--- config.mk ---
export PLATFORM = sky130hd
export DESIGN_NAME = front_pipe_regs_flat
export DESIGN_NICKNAME = d
export VERILOG_FILES = /design/src/rtl/front_pipe_if.sv /design/src/rtl/front_pipe_regs.sv /design/src/flat_wrapper.sv
export SDC_FILE = /design/constraint.sdc
export NUM_CORES = 1
export LEC_CHECK = 0
export BUFFER_PORTS_ARGS = -buffer_cell sky130_fd_sc_hd__buf_2
export CELL_PAD_IN_SITES_DETAIL_PLACEMENT = 0
export CELL_PAD_IN_SITES_GLOBAL_PLACEMENT = 1
export CORE_AREA = 4 4 203 205
export CTS_CLUSTER_SIZE = 30
export DETAILED_ROUTE_END_ITERATION = 12
export DIE_AREA = 0 0 207 209
export MAX_ROUTING_LAYER = met4
export PLACE_DENSITY = 0.65
export SETUP_SLACK_MARGIN = 0.15
export SYNTH_ARGS = -nofsm -noshare
export SYNTH_HDL_FRONTEND = slang
export SYNTH_SLANG_ARGS = --single-unit
export TNS_END_PERCENT = 50
--- constraint.sdc ---
create_clock -name clk -period 1.7 [get_ports clk]
set_input_delay 0.34 -clock clk [delete_from_list [all_inputs] [get_ports clk]]
set_output_delay 0.34 -clock clk [all_outputs]
set_load 0.03 [all_outputs]
--- src/rtl/front_pipe_if.sv ---
// Front-end pipeline bundle between the hazard/decode logic and front_pipe_regs.
// The master side drives controls and decode operands; the slave side holds the pipeline state.
interface front_pipe_if #(
  parameter int unsigned CNT_W = 16
);
  // Hazard-unit controls
  logic              stallF;
  logic              stallD;
  logic              flushD;
  logic              flushE;
  logic              pc_sel;

  // Fetch inputs
  logic [31:0]       PCNextF;
  logic [31:0]       InstrF;

  // Decode-stage operands
  logic [31:0]       RD1_D;
  logic [31:0]       RD2_D;
  logic [31:0]       ImmExt_D;
  logic [4:0]        Rs1_D;
  logic [4:0]        Rs2_D;
  logic [4:0]        RD_D;
  logic [1:0]        wbsel_D;
  logic              RegWrite_D;

  // Fetch and IF/ID state
  logic [31:0]       PCF;
  logic [31:0]       InstrD;
  logic [31:0]       PCD;
  logic [31:0]       PCPlus4D;
  logic              validD;

  // ID/EX state
  logic [31:0]       RD1_E;
  logic [31:0]       RD2_E;
  logic [31:0]       ImmExt_E;
  logic [31:0]       PCE;
  logic [31:0]       PCPlus4E;
  logic [4:0]        Rs1_E;
  logic [4:0]        Rs2_E;
  logic [4:0]        RD_E;
  logic [1:0]        wbsel_E;
  logic              RegWrite_E;
  logic              validE;

  // Performance counters
  logic [CNT_W-1:0]  lu_stall_cnt;
  logic [CNT_W-1:0]  redirect_cnt;

  modport master (
    output stallF, stallD, flushD, flushE, pc_sel,
    output PCNextF, InstrF,
    output RD1_D, RD2_D, ImmExt_D, Rs1_D, Rs2_D, RD_D, wbsel_D, RegWrite_D,
    input  PCF, InstrD, PCD, PCPlus4D, validD,
    input  RD1_E, RD2_E, ImmExt_E, PCE, PCPlus4E,
    input  Rs1_E, Rs2_E, RD_E, wbsel_E, RegWrite_E, validE,
    input  lu_stall_cnt, redirect_cnt
  );

  modport slave (
    input  stallF, stallD, flushD, flushE, pc_sel,
    input  PCNextF, InstrF,
    input  RD1_D, RD2_D, ImmExt_D, Rs1_D, Rs2_D, RD_D, wbsel_D, RegWrite_D,
    output PCF, InstrD, PCD, PCPlus4D, validD,
    output RD1_E, RD2_E, ImmExt_E, PCE, PCPlus4E,
    output Rs1_E, Rs2_E, RD_E, wbsel_E, RegWrite_E, validE,
    output lu_stall_cnt, redirect_cnt
  );
endinterface

--- src/rtl/front_pipe_regs.sv ---
// PC, IF/ID and ID/EX registers of the RV32I front end, applying hazard-unit stall/flush.
// Define FRONT_PERF_CNT_EN to build the saturating load-use / redirect counters.
module front_pipe_regs #(
  parameter logic [31:0] RESET_PC  = 32'h0000_0000,
  parameter logic [31:0] NOP_INSTR = 32'h0000_0013,
  parameter int unsigned CNT_W     = 16
) (
  input logic        clk,
  input logic        rst,
  front_pipe_if.slave bus
);

  // Fetch PC
  logic [31:0] pc_q, pc_d;

  // IF/ID
  logic [31:0] instr_dq, instr_dd;
  logic [31:0] pc_dq, pc_dd;
  logic [31:0] pcplus4_dq, pcplus4_dd;
  logic        valid_dq, valid_dd;

  // ID/EX
  logic [31:0] rd1_eq, rd1_ed;
  logic [31:0] rd2_eq, rd2_ed;
  logic [31:0] imm_eq, imm_ed;
  logic [31:0] pc_eq, pc_ed;
  logic [31:0] pcplus4_eq, pcplus4_ed;
  logic [4:0]  rs1_eq, rs1_ed;
  logic [4:0]  rs2_eq, rs2_ed;
  logic [4:0]  rd_eq, rd_ed;
  logic [1:0]  wbsel_eq, wbsel_ed;
  logic        regwrite_eq, regwrite_ed;
  logic        valid_eq, valid_ed;

  logic [31:0] pcplus4_f;

  assign pcplus4_f = pc_q + 32'd4;

  // Redirect must win over the hold because the hazard unit drops stallF during a redirect.
  always_comb begin
    pc_d = pc_q;
    if (bus.stallF || bus.pc_sel) begin
      pc_d = bus.PCNextF;
    end
  end

  always_comb begin
    instr_dd   = instr_dq;
    pc_dd      = pc_dq;
    pcplus4_dd = pcplus4_dq;
    valid_dd   = valid_dq;
    if (bus.flushD) begin
      instr_dd   = NOP_INSTR;
      pc_dd      = 32'h0;
      pcplus4_dd = 32'h0;
      valid_dd   = 1'b0;
    end else if (bus.stallD) begin
      instr_dd   = bus.InstrF;
      pc_dd      = pc_q;
      pcplus4_dd = pcplus4_f;
      valid_dd   = 1'b1;
    end
  end

  // No hold on ID/EX: a stalled D is always paired with a flushed E.
  always_comb begin
    rd1_ed      = bus.RD1_D;
    rd2_ed      = bus.RD2_D;
    imm_ed      = bus.ImmExt_D;
    pc_ed       = pc_dq;
    pcplus4_ed  = pcplus4_dq;
    rs1_ed      = bus.Rs1_D;
    rs2_ed      = bus.Rs2_D;
    rd_ed       = bus.RD_D;
    wbsel_ed    = bus.wbsel_D;
    regwrite_ed = bus.RegWrite_D;
    valid_ed    = valid_dq;
    if (bus.flushE) begin
      rd1_ed      = 32'h0;
      rd2_ed      = 32'h0;
      imm_ed      = 32'h0;
      pc_ed       = 32'h0;
      pcplus4_ed  = 32'h0;
      rs1_ed      = 5'd0;
      rs2_ed      = 5'd0;
      rd_ed       = 5'd0;
      wbsel_ed    = 2'b00;
      regwrite_ed = 1'b0;
      valid_ed    = 1'b0;
    end
  end

  always_ff @(posedge clk) begin
    if (rst) begin
      pc_q        <= RESET_PC;
      instr_dq    <= NOP_INSTR;
      pc_dq       <= 32'h0;
      pcplus4_dq  <= 32'h0;
      valid_dq    <= 1'b0;
      rd1_eq      <= 32'h0;
      rd2_eq      <= 32'h0;
      imm_eq      <= 32'h0;
      pc_eq       <= 32'h0;
      pcplus4_eq  <= 32'h0;
      rs1_eq      <= 5'd0;
      rs2_eq      <= 5'd0;
      rd_eq       <= 5'd0;
      wbsel_eq    <= 2'b00;
      regwrite_eq <= 1'b0;
      valid_eq    <= 1'b0;
    end else begin
      pc_q        <= pc_d;
      instr_dq    <= instr_dd;
      pc_dq       <= pc_dd;
      pcplus4_dq  <= pcplus4_dd;
      valid_dq    <= valid_dd;
      rd1_eq      <= rd1_ed;
      rd2_eq      <= rd2_ed;
      imm_eq      <= imm_ed;
      pc_eq       <= pc_ed;
      pcplus4_eq  <= pcplus4_ed;
      rs1_eq      <= rs1_ed;
      rs2_eq      <= rs2_ed;
      rd_eq       <= rd_ed;
      wbsel_eq    <= wbsel_ed;
      regwrite_eq <= regwrite_ed;
      valid_eq    <= valid_ed;
    end
  end

`ifdef FRONT_PERF_CNT_EN
  logic [CNT_W-1:0] lu_cnt_q, lu_cnt_d;
  logic [CNT_W-1:0] redir_cnt_q, redir_cnt_d;

  // A flushed D is a redirect bubble, not a load-use hold, so it is not counted.
  always_comb begin
    lu_cnt_d    = lu_cnt_q;
    redir_cnt_d = redir_cnt_q;
    if (!bus.stallD && !bus.flushD && (lu_cnt_q != {CNT_W{1'b1}})) begin
      lu_cnt_d = lu_cnt_q + CNT_W'(1);
    end
    if (bus.pc_sel && (redir_cnt_q != {CNT_W{1'b1}})) begin
      redir_cnt_d = redir_cnt_q + CNT_W'(1);
    end
  end

  always_ff @(posedge clk) begin
    if (rst) begin
      lu_cnt_q    <= {CNT_W{1'b0}};
      redir_cnt_q <= {CNT_W{1'b0}};
    end else begin
      lu_cnt_q    <= lu_cnt_d;
      redir_cnt_q <= redir_cnt_d;
    end
  end

  assign bus.lu_stall_cnt = lu_cnt_q;
  assign bus.redirect_cnt = redir_cnt_q;
`else
  assign bus.lu_stall_cnt = {CNT_W{1'b0}};
  assign bus.redirect_cnt = {CNT_W{1'b0}};
`endif

  assign bus.PCF        = pc_q;
  assign bus.InstrD     = instr_dq;
  assign bus.PCD        = pc_dq;
  assign bus.PCPlus4D   = pcplus4_dq;
  assign bus.validD     = valid_dq;
  assign bus.RD1_E      = rd1_eq;
  assign bus.RD2_E      = rd2_eq;
  assign bus.ImmExt_E   = imm_eq;
  assign bus.PCE        = pc_eq;
  assign bus.PCPlus4E   = pcplus4_eq;
  assign bus.Rs1_E      = rs1_eq;
  assign bus.Rs2_E      = rs2_eq;
  assign bus.RD_E       = rd_eq;
  assign bus.wbsel_E    = wbsel_eq;
  assign bus.RegWrite_E = regwrite_eq;
  assign bus.validE     = valid_eq;

endmodule

--- src/flat_wrapper.sv ---
// flat-port wrapper written by rule: the top's interface ports become plain ports
module front_pipe_regs_flat 
#(
  parameter logic [31:0] RESET_PC  = 32'h0000_0000,
  parameter logic [31:0] NOP_INSTR = 32'h0000_0013,
  parameter int unsigned CNT_W     = 16
)
  (clk, rst, bus_stallF, bus_stallD, bus_flushD, bus_flushE, bus_pc_sel, bus_PCNextF, bus_InstrF, bus_RD1_D, bus_RD2_D, bus_ImmExt_D, bus_Rs1_D, bus_Rs2_D, bus_RD_D, bus_wbsel_D, bus_RegWrite_D, bus_PCF, bus_InstrD, bus_PCD, bus_PCPlus4D, bus_validD, bus_RD1_E, bus_RD2_E, bus_ImmExt_E, bus_PCE, bus_PCPlus4E, bus_Rs1_E, bus_Rs2_E, bus_RD_E, bus_wbsel_E, bus_RegWrite_E, bus_validE, bus_lu_stall_cnt, bus_redirect_cnt);
  front_pipe_if #(.CNT_W(CNT_W)) bus_i ();
  input logic clk;
  input logic rst;
  input wire logic [$bits(bus_i.stallF)-1:0] bus_stallF;
  input wire logic [$bits(bus_i.stallD)-1:0] bus_stallD;
  input wire logic [$bits(bus_i.flushD)-1:0] bus_flushD;
  input wire logic [$bits(bus_i.flushE)-1:0] bus_flushE;
  input wire logic [$bits(bus_i.pc_sel)-1:0] bus_pc_sel;
  input wire logic [$bits(bus_i.PCNextF)-1:0] bus_PCNextF;
  input wire logic [$bits(bus_i.InstrF)-1:0] bus_InstrF;
  input wire logic [$bits(bus_i.RD1_D)-1:0] bus_RD1_D;
  input wire logic [$bits(bus_i.RD2_D)-1:0] bus_RD2_D;
  input wire logic [$bits(bus_i.ImmExt_D)-1:0] bus_ImmExt_D;
  input wire logic [$bits(bus_i.Rs1_D)-1:0] bus_Rs1_D;
  input wire logic [$bits(bus_i.Rs2_D)-1:0] bus_Rs2_D;
  input wire logic [$bits(bus_i.RD_D)-1:0] bus_RD_D;
  input wire logic [$bits(bus_i.wbsel_D)-1:0] bus_wbsel_D;
  input wire logic [$bits(bus_i.RegWrite_D)-1:0] bus_RegWrite_D;
  output wire logic [$bits(bus_i.PCF)-1:0] bus_PCF;
  output wire logic [$bits(bus_i.InstrD)-1:0] bus_InstrD;
  output wire logic [$bits(bus_i.PCD)-1:0] bus_PCD;
  output wire logic [$bits(bus_i.PCPlus4D)-1:0] bus_PCPlus4D;
  output wire logic [$bits(bus_i.validD)-1:0] bus_validD;
  output wire logic [$bits(bus_i.RD1_E)-1:0] bus_RD1_E;
  output wire logic [$bits(bus_i.RD2_E)-1:0] bus_RD2_E;
  output wire logic [$bits(bus_i.ImmExt_E)-1:0] bus_ImmExt_E;
  output wire logic [$bits(bus_i.PCE)-1:0] bus_PCE;
  output wire logic [$bits(bus_i.PCPlus4E)-1:0] bus_PCPlus4E;
  output wire logic [$bits(bus_i.Rs1_E)-1:0] bus_Rs1_E;
  output wire logic [$bits(bus_i.Rs2_E)-1:0] bus_Rs2_E;
  output wire logic [$bits(bus_i.RD_E)-1:0] bus_RD_E;
  output wire logic [$bits(bus_i.wbsel_E)-1:0] bus_wbsel_E;
  output wire logic [$bits(bus_i.RegWrite_E)-1:0] bus_RegWrite_E;
  output wire logic [$bits(bus_i.validE)-1:0] bus_validE;
  output wire logic [$bits(bus_i.lu_stall_cnt)-1:0] bus_lu_stall_cnt;
  output wire logic [$bits(bus_i.redirect_cnt)-1:0] bus_redirect_cnt;
  assign bus_i.stallF = bus_stallF;
  assign bus_i.stallD = bus_stallD;
  assign bus_i.flushD = bus_flushD;
  assign bus_i.flushE = bus_flushE;
  assign bus_i.pc_sel = bus_pc_sel;
  assign bus_i.PCNextF = bus_PCNextF;
  assign bus_i.InstrF = bus_InstrF;
  assign bus_i.RD1_D = bus_RD1_D;
  assign bus_i.RD2_D = bus_RD2_D;
  assign bus_i.ImmExt_D = bus_ImmExt_D;
  assign bus_i.Rs1_D = bus_Rs1_D;
  assign bus_i.Rs2_D = bus_Rs2_D;
  assign bus_i.RD_D = bus_RD_D;
  assign bus_i.wbsel_D = bus_wbsel_D;
  assign bus_i.RegWrite_D = bus_RegWrite_D;
  assign bus_PCF = bus_i.PCF;
  assign bus_InstrD = bus_i.InstrD;
  assign bus_PCD = bus_i.PCD;
  assign bus_PCPlus4D = bus_i.PCPlus4D;
  assign bus_validD = bus_i.validD;
  assign bus_RD1_E = bus_i.RD1_E;
  assign bus_RD2_E = bus_i.RD2_E;
  assign bus_ImmExt_E = bus_i.ImmExt_E;
  assign bus_PCE = bus_i.PCE;
  assign bus_PCPlus4E = bus_i.PCPlus4E;
  assign bus_Rs1_E = bus_i.Rs1_E;
  assign bus_Rs2_E = bus_i.Rs2_E;
  assign bus_RD_E = bus_i.RD_E;
  assign bus_wbsel_E = bus_i.wbsel_E;
  assign bus_RegWrite_E = bus_i.RegWrite_E;
  assign bus_validE = bus_i.validE;
  assign bus_lu_stall_cnt = bus_i.lu_stall_cnt;
  assign bus_redirect_cnt = bus_i.redirect_cnt;
  front_pipe_regs #(.RESET_PC(RESET_PC), .NOP_INSTR(NOP_INSTR), .CNT_W(CNT_W)) u_core (.clk(clk), .rst(rst), .bus(bus_i));
endmodule
Yosys cells after proc, flatten, opt, wreduce, memory -nomap -nowiden. Index checks and enable logic that the tools add are counted.

$add $sub $neg: 1. Reduce and logical (&&, ||, !) cells: 3.

Operator list (number): 32-bit by 3-bit adder with 32-bit output, second input constant (1); 2-bit OR reduction (2); 1-bit logical OR (1).

Bits in registers: 308. Input bits: 185. Output and inout port bits: 340. Logic and storage cells: 20.

Depth between registers and ports, before layout. Gate-level depths: netlist of run 1.

Depth after elaboration: 1. Gate-level depth with buffers: 6. Depth with buffers taken out: 5.

Least setup slack after synthesis of run 1. OpenSTA, ideal clock, no wires.

Kind: register -> register. Start: reg u_core.pc_q[8] (netlist: u_core.bus.PCF[8]). End: reg u_core.pcplus4_dq[31] (netlist: u_core.bus.PCPlus4D[31]). Library setup time: 88 ps. Arrival: 1774 ps. Required time: 1612 ps. Setup slack: -163 ps. Cell stages (with the launch flop): 7. Path buffers: 2. Clock period less this slack: 1863 ps. Cells stage by stage: dfxtp_1 > clkbuf_1 > nand4_1 > nor4_4 > buf_6 > a31oi_1 > a311oi_2.

Cells in the longest elaborated chain, start to end: 1.

Ends and longest elaborated chain: start, declared (line front_pipe_regs.sv:14) `logic [31:0] pc_q, pc_d;`; start signal, assigned (line front_pipe_regs.sv:112) `pc_q <= pc_d;`; 32-bit by 3-bit adder with 32-bit output (line front_pipe_regs.sv:37) `assign pcplus4_f = pc_q + 32'd4;`; end signal, assigned (line front_pipe_regs.sv:115) `pcplus4_dq <= pcplus4_dd;`; end, declared (line front_pipe_regs.sv:19) `logic [31:0] pcplus4_dq, pcplus4_dd;`.

No other way between the ends. A chain may end at the register's enable or synchronous reset.

Final worst setup path of run 1.
Start: reg u_core.pc_q[4] (netlist: u_core.bus.PCF[4]). End: reg u_core.pcplus4_dq[20] (netlist: u_core.bus.PCPlus4D[20]).

Same word-level chain as after synthesis.

==> metrics, run 1 <==
status finished, final reports clean; asr flop ratio synth 0; switching portion of total power 0.2503; register area share after synthesis 0.6051; Tmin final 1564 ps; CTS tree done; initial antenna violation count 2; f_max 639.2 MHz; Leak 7.615 nW; Layout Cells excl Fill 2135; combinational power share 0.113; crit path launch u_core.bus.PCF[4]$_SDFFE_PP0P_; setup_tns 0 ps; Worst Path Arrival 1970 ps; Psw 4.258 mW; Reg-to-Reg Start u_core.bus.PCF[4]$_SDFFE_PP0P_; FP Rows 73; Reg power frac 0.439; Residual DRC 0; Setup crit end kind register; Max VDD drop 0.6670 mV; Main synth FF type dfxtp_1; ratio of cells with drive above 1 in the final layout 0.3930; Commonest cells post-synth dfxtp_1, and2_1, nand2_1; # IOs 525; WL final 36.27 mm; pin count of the biggest net entering global routing 102; clock root buffer clkbuf_16; final worst setup slack 135.6 ps; synthesized area 10060 um2; via count 8842; #FFs+latches synth 304; area delta synth->final 56.24%; worst hold margin 44.66 ps; WL per Instance 16.99 um; power per cell area 1083 nW/um2; clk slew on worst S/H paths 60 ps; Int Power 12.75 mW; router iterations before antenna repair 6; first-pass GRT wire length 55.19 mm; post-synthesis cell count 974; final hold viol count 0; CTS Buf Count 36; count of input and output buffers 492; core area 39460 um2; Clk Latency, worst-skew pair 530 ps; Max Buffers Root-to-Sink 3; Yosys top cell by area dfxtp_1; RSZ-0062 raised after global routing true; vias in the first global route 9143; max_cap viols 0; Starting DRT DRC Count 338; post-synth cell types 38; number of flops mapped to enable cells by yosys 0; total track usage 0.1659; initial core utilization 0.2549; share of the synthesized area in the top cell type 0.6051; filler instances 3941; Total Nets Final 1770; Clock Sink Count 304; post-route ant nets 0; min-delay worst type input port to register; CP Data Required Time 2110 ps; H-tree lvl count 2; startpoint types register; Post-Place Cells 1958; Worst Skew 17.32 ps; synth warn 0; Chip Height 209 um; Die X 207 um; GR Overflow Total 0; Area contributors post-synth dfxtp_1, and2_1, mux2i_1, nand2_1, buf_4; area of the die 43260 um2; syn_area_per_cell 10.33 um2; Vias/cell 4.141; Final period util 0.9202; GPL Wtd Cong 0.8880; clock group share of total power 0.448; Detail Placement HPWL 26.20 mm; min-delay src bus_InstrF[1]; pins over their slew limit 0; Place WS 55.69 ps; WS Path Type register to register; CP Max Fanout 11; most frequent cell after synthesis dfxtp_1; Setup Viol. Count Final 0
critical path, stage by stage, from the launching register on:
cell     delay [ps]
dfxtp_4         390
nand4_4         150
nor4_4          360
buf_12          170
nand4_1         100
mux2_2          280
per-layer routing:
metal / GRT usage / vias to the layer above / wire, um
met4: 0.06224 / 0 / 1101
met2: 0.2826 / 349 / 17960
met5: - / - / 0
met3: 0.04144 / 60 / 2481
li1: - / 4345 / -
met1: 0.1892 / 4088 / 14730
placed cells by master (no fill, tap or decap), types with 11 or more instances in the layout:
cell,n
mux2i_1,58
nor3_1,17
dfxtp_2,14
a21oi_1,46
nand2b_1,12
conb_1,32
a211oi_1,15
buf_4,29
buf_2,467
buf_6,28
nor2b_1,11
dfxtp_1,280
inv_1,13
nand2_1,83
dlygate4sd3_1,109
nor2_1,67
and2_1,171
clkbuf_16,37
path summary, 6_finish.rpt:
path / end / slack, ps / cells after the start
max: u_core.bus.PCPlus4D[20]$_SDFFE_PP0P_ / 140 / 5
min: u_core.bus.InstrD[1]$_SDFFE_PP1P_ / 40 / 3
max reg2reg: u_core.bus.PCPlus4D[20]$_SDFFE_PP0P_ / 140 / 5
min reg2reg: u_core.bus.PCPlus4E[18]$_SDFF_PP0_ / 460 / 2
power by group through the flow:
| stage | logic [mW] | clock network [mW] | registers [mW] |
|---|---|---|---|
| after global placement | 1.68 | 0 | 7.61 |
| after global routing | 2.06 | 8.21 | 7.49 |
| after detailed placement | 1.68 | 0 | 7.62 |
| after floorplan | 0.620 | 0 | 8.05 |
| after CTS | 1.93 | 7.94 | 7.47 |
| final | 1.93 | 7.62 | 7.47 |
flip-flops by register name (all words and copies together), names as in the netlist, 5 cells and up:
signal / flops
u_core.bus.RD_E: 5
u_core.bus.Rs1_E: 5
u_core.bus.InstrD: 32
u_core.bus.RD2_E: 32
u_core.bus.ImmExt_E: 32
u_core.bus.PCD: 30
u_core.bus.Rs2_E: 5
u_core.bus.PCPlus4E: 32
u_core.bus.PCF: 32
u_core.bus.RD1_E: 32
u_core.bus.PCE: 30
u_core.bus.PCPlus4D: 32
what timing repair did:
action | 4_1_cts | 5_1_grt
buffers inserted | 3 | 1
endpoints found under the setup margin | 35 | 47
hold endpoints to repair | 109 | 0
resized for setup | 37 | 28
pin swaps | 1 | 2
hold buffers | 109 | 0
cell families (layout without fill, tap and decap cells):
| kind of cell | after synthesis | after routing | synth area share |
|---|---|---|---|
| flops | 304 | 304 | 0.6051 |
| fa+ha+maj | 1 | 1 | 0.001244 |
| compound gates | 96 | 96 | 0.05996 |
| other cells | 1 | 34 | 0.0003728 |
| simple gates | 391 | 391 | 0.2091 |
| buf+inv | 117 | 720 | 0.06058 |
| mux | 61 | 61 | 0.06108 |
| xor+xnor | 3 | 3 | 0.002613 |
per-stage QoR:
step	cell area [um2]	power [mW]	utilization
after floorplan	10280	8.672	-
after global placement	13230	9.292	0.3353
after detailed placement	13230	9.304	0.3353
after CTS	15640	17.33	0.3962
after global routing	15720	17.77	0.3983
final	15720	17.01	0.3983
area by class of cell:
| cell class | count | area, um2 | share of cell area |
|---|---|---|---|
| Timing Repair Buffer | 645 | 4172 | 0.2654 |
| Clock buffer | 49 | 1011 | 0.06433 |
| Multi-Input combinational cell | 584 | 3523 | 0.2242 |
| Antenna cell | 2 | 5.005 | 0.0003185 |
| Tap cell | 525 | 656.9 | 0.04180 |
| Sequential cell | 304 | 6141 | 0.3908 |
| Inverter | 13 | 48.80 | 0.003105 |
| Clock inverter | 13 | 157.7 | 0.01003 |
No activity file was read; power rests on OpenSTA's default activity.
==> run 2: changes to the inputs <==
--- a/config.mk
+++ b/config.mk
@@ -6,14 +6,15 @@
 export NUM_CORES = 1
 export LEC_CHECK = 0
 export BUFFER_PORTS_ARGS = -buffer_cell sky130_fd_sc_hd__buf_2
+export CAP_MARGIN = 20
 export CELL_PAD_IN_SITES_DETAIL_PLACEMENT = 0
 export CELL_PAD_IN_SITES_GLOBAL_PLACEMENT = 1
-export CORE_AREA = 4 4 203 205
+export CORE_AREA = 4 4 202 204
 export CTS_CLUSTER_SIZE = 30
 export DETAILED_ROUTE_END_ITERATION = 12
-export DIE_AREA = 0 0 207 209
+export DIE_AREA = 0 0 206 208
 export MAX_ROUTING_LAYER = met4
-export PLACE_DENSITY = 0.65
+export PLACE_DENSITY = 0.63
 export SETUP_SLACK_MARGIN = 0.15
 export SYNTH_ARGS = -nofsm -noshare
 export SYNTH_HDL_FRONTEND = slang
==> constraint.sdc (replaced) <==
create_clock -name clk -period 1.6 [get_ports clk]
set_input_delay 0.32 -clock clk [delete_from_list [all_inputs] [get_ports clk]]
set_output_delay 0.32 -clock clk [all_outputs]
set_load 0.03 [all_outputs]
==> metrics, run 2 (synthesis results as in run 1) <==
status finished, final reports clean; area delta synth->final 66.50%; pins over their slew limit 0 (unchanged); Max VDD drop 0.5638 mV (-15%); power per cell area 1093 nW/um2 (+0.94%); switching portion of total power 0.2479 (-0.002420); startpoint types register; via count 9135 (+3.3%); CP delay by family, top flip-flops; f_max 649.5 MHz; final worst setup slack 60.35 ps (-75.30 ps); post-route ant nets 0 (unchanged); Setup crit end kind output port; combinational power share 0.124 (+0.011); WS Path Type register to output port; Place WS -30.99 ps (-86.68 ps); CP Data Required Time 1280 ps (-830 ps); highest-delay cell along the critical path dfxtp_4; ratio of cells with drive above 1 in the final layout 0.4338 (+0.04074); GR Overflow Total 0 (unchanged); clock group share of total power 0.442 (-0.006); Crit path buffers/inverters 3 (+2); min-delay worst type input port to register; Reg power frac 0.434 (-0.005); final core occ 0.4264 (+0.02814); worst hold margin 21.54 ps (-23.12 ps); Int Power 13.76 mW (+7.9%); Psw 4.536 mW (+6.5%); pin count of the biggest net entering global routing 57 (-44%); Post-Place Cells 1969 (+0.56%); initial antenna violation count 6 (+4); core area 39280 um2 (-0.46%); clock root buffer clkbuf_16; Worst Skew 8.560 ps (-8.764 ps); H-tree lvl count 2 (unchanged); GPL Wtd Cong 0.7937 (-11%); fin area 16750 um2 (+6.6%); max incr delay on CP 350 ps (-40 ps); initial core utilization 0.2561 (+0.001186); Chip Height 208 um (-0.48%); Worst Path Arrival 1220 ps (-750 ps); ordered list of cells on the worst path buf_6 > buf_6 > buf_6; CP Max Fanout 2 (-9); Die X 206 um (-0.48%); total track usage 0.1684 (+0.002545); Starting DRT DRC Count 326 (-3.6%); vias in the first global route 9273 (+1.4%); final hold viol count 0 (unchanged); Placed Area 13340 um2 (+0.86%); Setup Viol. Count Final 0 (unchanged); filler instances 3837 (-2.6%); Layout Cells excl Fill 2205 (+3.3%); Final period util 0.9623; clk slew on worst S/H paths 60 ps (about the same); Detail Placement HPWL 26.85 mm (+2.5%); most common cell after layout, fill and taps aside buf_2; Max Buffers Root-to-Sink 3 (unchanged); WL per Instance 17.15 um (+0.95%); first-pass GRT wire length 54.37 mm (-1.5%); Clock Sink Count 304 (unchanged); Power, Total 18.30 mW (+7.6%); CTS tree done; setup_tns 0 ps (unchanged); CP dominant cell by count buf_6; count of input and output buffers 492 (unchanged); RSZ-0062 raised after global routing true; WL final 37.82 mm (+4.3%); Vias/cell 4.143 (about the same); Residual DRC 0 (unchanged); area of the die 42850 um2 (-0.96%); # IOs 525 (unchanged); FP Rows 73 (unchanged); Total Nets Final 1838 (+3.8%); CTS Buf Count 35 (-2.8%); Clk Latency, worst-skew pair 520 ps (about the same); Leak 8.041 nW (+5.6%); highest-count cells in the layout ignoring fill and taps buf_2, dfxtp_1, and2_1, dlygate4sd3_1, buf_4; router iterations before antenna repair 4 (-2); Tmin final 1540 ps; max_cap viols 0 (unchanged)
-- run 2: worst paths after layout --
kind	from	endpoint	slack, ps	depth (start not counted)
max reg2reg	u_core.bus.PCF[3]$_SDFFE_PP0P_	u_core.bus.PCPlus4D[16]$_SDFFE_PP0P_	80	7
min	bus_RD1_D[31]	u_core.bus.RD1_E[31]$_SDFF_PP0_	20	2
min reg2reg	u_core.bus.PCPlus4D[13]$_SDFFE_PP0P_	u_core.bus.PCPlus4E[13]$_SDFF_PP0_	460	2
max	u_core.bus.PCF[4]$_SDFFE_PP0P_	bus_PCF[4]	60	3
-- run 2: power groups by stage --
stage	clock network (mW)	logic (mW)	registers, mW
2_1_floorplan	0	0.662	8.56
3_3_place_gp	0	1.81	8.09
3_5_place_dp	0	1.82	8.10
4_1_cts	8.36	2.24	7.94
5_1_grt	8.62	2.41	7.96
6_report	8.09	2.27	7.94
-- run 2: timing repair --
action / CTS / global route
hold endpoints to repair: 127 / 0
setup endpoints to repair: 98 / 89
cloned: 0 / 1
pin swaps: 8 / 12
hold buffers: 128 / 0
buffers inserted: 33 / 9
gates resized for setup: 117 / 117
-- run 2: worst reg2reg max path: stages (launching register included) --
cell and delay, ps:
dfxtp_4 370, ha_4 150, nand2_4 60, nor4_4 250, buf_4 190, buf_6 120, a221oi_2 50, a311oi_1 240
-- run 2: per-layer routing --
layer,global-route usage,vias to the layer above,routed length (um)
li1,-,4468,-
met1,0.1823,4221,14610
met2,0.2909,368,18740
met4,0.07113,0,1383
met3,0.04380,78,3081
met5,-,-,0
-- run 2: final cells by class --
class | count | area [um2] | area share
flip-flops and latches | 304 | 6188 | 0.3695
clock inverters | 11 | 103.9 | 0.006201
well taps | 525 | 656.9 | 0.03922
inverters | 13 | 48.80 | 0.002914
multi-input cells | 584 | 3628 | 0.2167
clock buffers | 50 | 1075 | 0.06418
diodes | 4 | 10.01 | 0.0005977
repair buffers | 714 | 5036 | 0.3007
==> run 3: changes to the inputs <==
--- a/config.mk
+++ b/config.mk
@@ -9,12 +9,12 @@
 export CAP_MARGIN = 20
 export CELL_PAD_IN_SITES_DETAIL_PLACEMENT = 0
 export CELL_PAD_IN_SITES_GLOBAL_PLACEMENT = 1
-export CORE_AREA = 4 4 202 204
+export CORE_AREA = 4 4 200 202
 export CTS_CLUSTER_SIZE = 30
 export DETAILED_ROUTE_END_ITERATION = 12
-export DIE_AREA = 0 0 206 208
+export DIE_AREA = 0 0 204 206
 export MAX_ROUTING_LAYER = met4
-export PLACE_DENSITY = 0.63
+export PLACE_DENSITY = 0.64
 export SETUP_SLACK_MARGIN = 0.15
 export SYNTH_ARGS = -nofsm -noshare
 export SYNTH_HDL_FRONTEND = slang
==> metrics, run 3 (synthesis results as in run 1) <==
status finished, final reports clean; Die X 204 um (-0.97%); Vias/cell 4.129 (-0.34%); min-delay worst type input port to register; Clk Latency, worst-skew pair 530 ps (about the same); Leak 7.905 nW (-1.7%); Worst R2R Path Depth 5 (-2); core area 38290 um2 (-2.5%); area of the die 42020 um2 (-1.9%); Total Nets Final 1815 (-1.3%); WL per Instance 17.17 um (about the same); Hold Path Sink u_core.bus.PCF[7]$_SDFFE_PP0P_; combinational power share 0.123 (about the same); area of the multi-input gates 3595 um2 (-0.93%); Power, Total 17.98 mW (-1.7%); CP Max Fanout 15 (+13); Reg-to-Reg End u_core.bus.PCPlus4D[21]$_SDFFE_PP0P_; Setup crit end kind register; switching portion of total power 0.2537 (+0.005848); pin count of the biggest net entering global routing 74 (+30%); Detail Placement HPWL 26.40 mm (-1.7%); Post-Place Cells 1958 (-0.56%); final hold viol count 0 (unchanged); clock root buffer clkbuf_16; WL final 37.27 mm (-1.4%); Layout Cells excl Fill 2171 (-1.5%); Psw 4.562 mW (+0.57%); total track usage 0.1702 (+0.001846); Int Power 13.42 mW (-2.5%); Setup Viol. Count Final 0 (unchanged); initial core utilization 0.2627 (+0.006612); Reg-to-Reg Start u_core.bus.PCF[6]$_SDFFE_PP0P_; CTS Buf Count 35 (unchanged); highest-count cells in the layout ignoring fill and taps buf_2, dfxtp_1, and2_1, dlygate4sd3_1, nand2_1; hold depth 3 (+1); GPL Wtd Cong 0.7989 (+0.66%); ratio of cells with drive above 1 in the final layout 0.4355 (+0.001723); Reg power frac 0.442 (+0.008); power per cell area 1097 nW/um2 (+0.39%); Residual DRC 0 (unchanged); most common cell after layout, fill and taps aside buf_2; Starting DRT DRC Count 367 (+13%); Max-Slew Margin vs Limit 0.6502; Final period util 0.9379 (-0.02434); f_max 666.4 MHz (+2.6%); # IOs 525 (unchanged); Worst Skew 11.77 ps (+3.209 ps); first-pass GRT wire length 53.92 mm (-0.83%); max_cap viols 0 (unchanged); vias in the first global route 9098 (-1.9%); router iterations before antenna repair 4 (unchanged); Reg area 6203 um2 (+0.24%); register-to-register setup slack 100 ps (+20 ps); CP Data Required Time 2040 ps (+760 ps); clk slew on worst S/H paths 60 ps (about the same); FP Rows 72 (-1.4%); area delta synth->final 62.96%; GR Overflow Total 0 (unchanged); Clock Sink Count 304 (unchanged); clock group share of total power 0.435 (-0.007); H-tree lvl count 2 (unchanged); Worst Path Arrival 1940 ps (+720 ps); RSZ-0062 raised after global routing true; Max Buffers Root-to-Sink 3 (unchanged); pins over their slew limit 0 (unchanged); min-delay src bus_PCNextF[7]; initial antenna violation count 1 (-5); Chip Height 206 um (-0.96%); filler instances 3665 (-4.5%); final core occ 0.4281 (+0.001695); post-route ant nets 0 (unchanged); WS Path Type register to register; CTS tree done; Max VDD drop 0.5698 mV (+1.1%); count of input and output buffers 492 (unchanged); Tmin final 1501 ps (-38.95 ps); Worst Max-Slew Pin Slew 524.7 ps; startpoint types register; via count 8964 (-1.9%)
run 3: cell types whose count changed in the layout (fill, tap and decap cells not counted), sizes merged:
| cell | previous run | this run |
|---|---|---|
| clkinv | 8 | 7 |
| clkbuf | 63 | 49 |
| buf | 573 | 567 |
| inv | 13 | 16 |
| dlygate4sd3 | 128 | 121 |
| diode | 4 | 2 |
run 3: worst max path at each step:
stage                              startpoint                              endpoint
2_1_floorplan  u_core.bus.PCF[5]$_SDFFE_PP0P_  u_core.bus.PCPlus4D[31]$_SDFFE_PP0P_
3_3_place_gp                       bus_stallD  u_core.bus.PCPlus4D[28]$_SDFFE_PP0P_
3_5_place_dp                       bus_stallD  u_core.bus.PCPlus4D[28]$_SDFFE_PP0P_
4_1_cts        u_core.bus.PCF[6]$_SDFFE_PP0P_  u_core.bus.PCPlus4D[30]$_SDFFE_PP0P_
5_1_grt        u_core.bus.PCF[5]$_SDFFE_PP0P_  u_core.bus.PCPlus4D[27]$_SDFFE_PP0P_
6_report       u_core.bus.PCF[6]$_SDFFE_PP0P_  u_core.bus.PCPlus4D[21]$_SDFFE_PP0P_
run 3: area by class of cell:
type | instances | share of cell area
tap | 518 | 0.03954
antenna | 2 | 0.0003053
multi-input combinational | 584 | 0.2193
clock buffer | 46 | 0.06023
sequential | 304 | 0.3785
inverter | 13 | 0.002977
clock inverter | 13 | 0.007710
timing repair buffer | 691 | 0.2915
run 3: what timing repair did:
| action | 4_1_cts | 5_1_grt |
|---|---|---|
| buffers inserted | 23 | 8 |
| hold buffers | 121 | 0 |
| pin swaps | 0 | 9 |
| resized for setup | 126 | 68 |
| endpoints found under the hold margin | 121 | 0 |
| setup endpoints to repair | 105 | 92 |
run 3: power by group through the flow:
stage | sequential, mW | combinational (mW) | clock [mW]
3_3_place_gp | 8.10 | 1.80 | 0
4_1_cts | 7.94 | 2.19 | 8.12
5_1_grt | 7.97 | 2.36 | 8.40
2_1_floorplan | 8.56 | 0.662 | 0
3_5_place_dp | 8.10 | 1.81 | 0
6_report | 7.95 | 2.21 | 7.82
run 3: worst max-delay path: stages (launching register included):
cell and delay (ps):
dfxtp_4 350, nand4_4 160, nor4_4 390, buf_12 190, a221oi_1 80, a311oi_1 250
run 3: routing by layer:
layer	track usage	vias to the layer above	share of wire
li1	-	4420	-
met4	0.05288	0	0.024
met2	0.2944	346	0.50
met3	0.04880	59	0.080
met1	0.1919	4139	0.40
met5	-	-	0
run 3: metrics by stage:
stage               setup slack (ps)  cell area (um2)  TNS, ps  hold WS (ps)
finish                         99.30            16390        0         37.20
global route                   22.58            16390        0         12.36
CTS                            51.37            16170        0        0.3274
detailed placement             13.83            13330        0         452.2
global placement              -4.225            13330   -4.225         454.4
floorplan                      74.26            10320        0         429.0
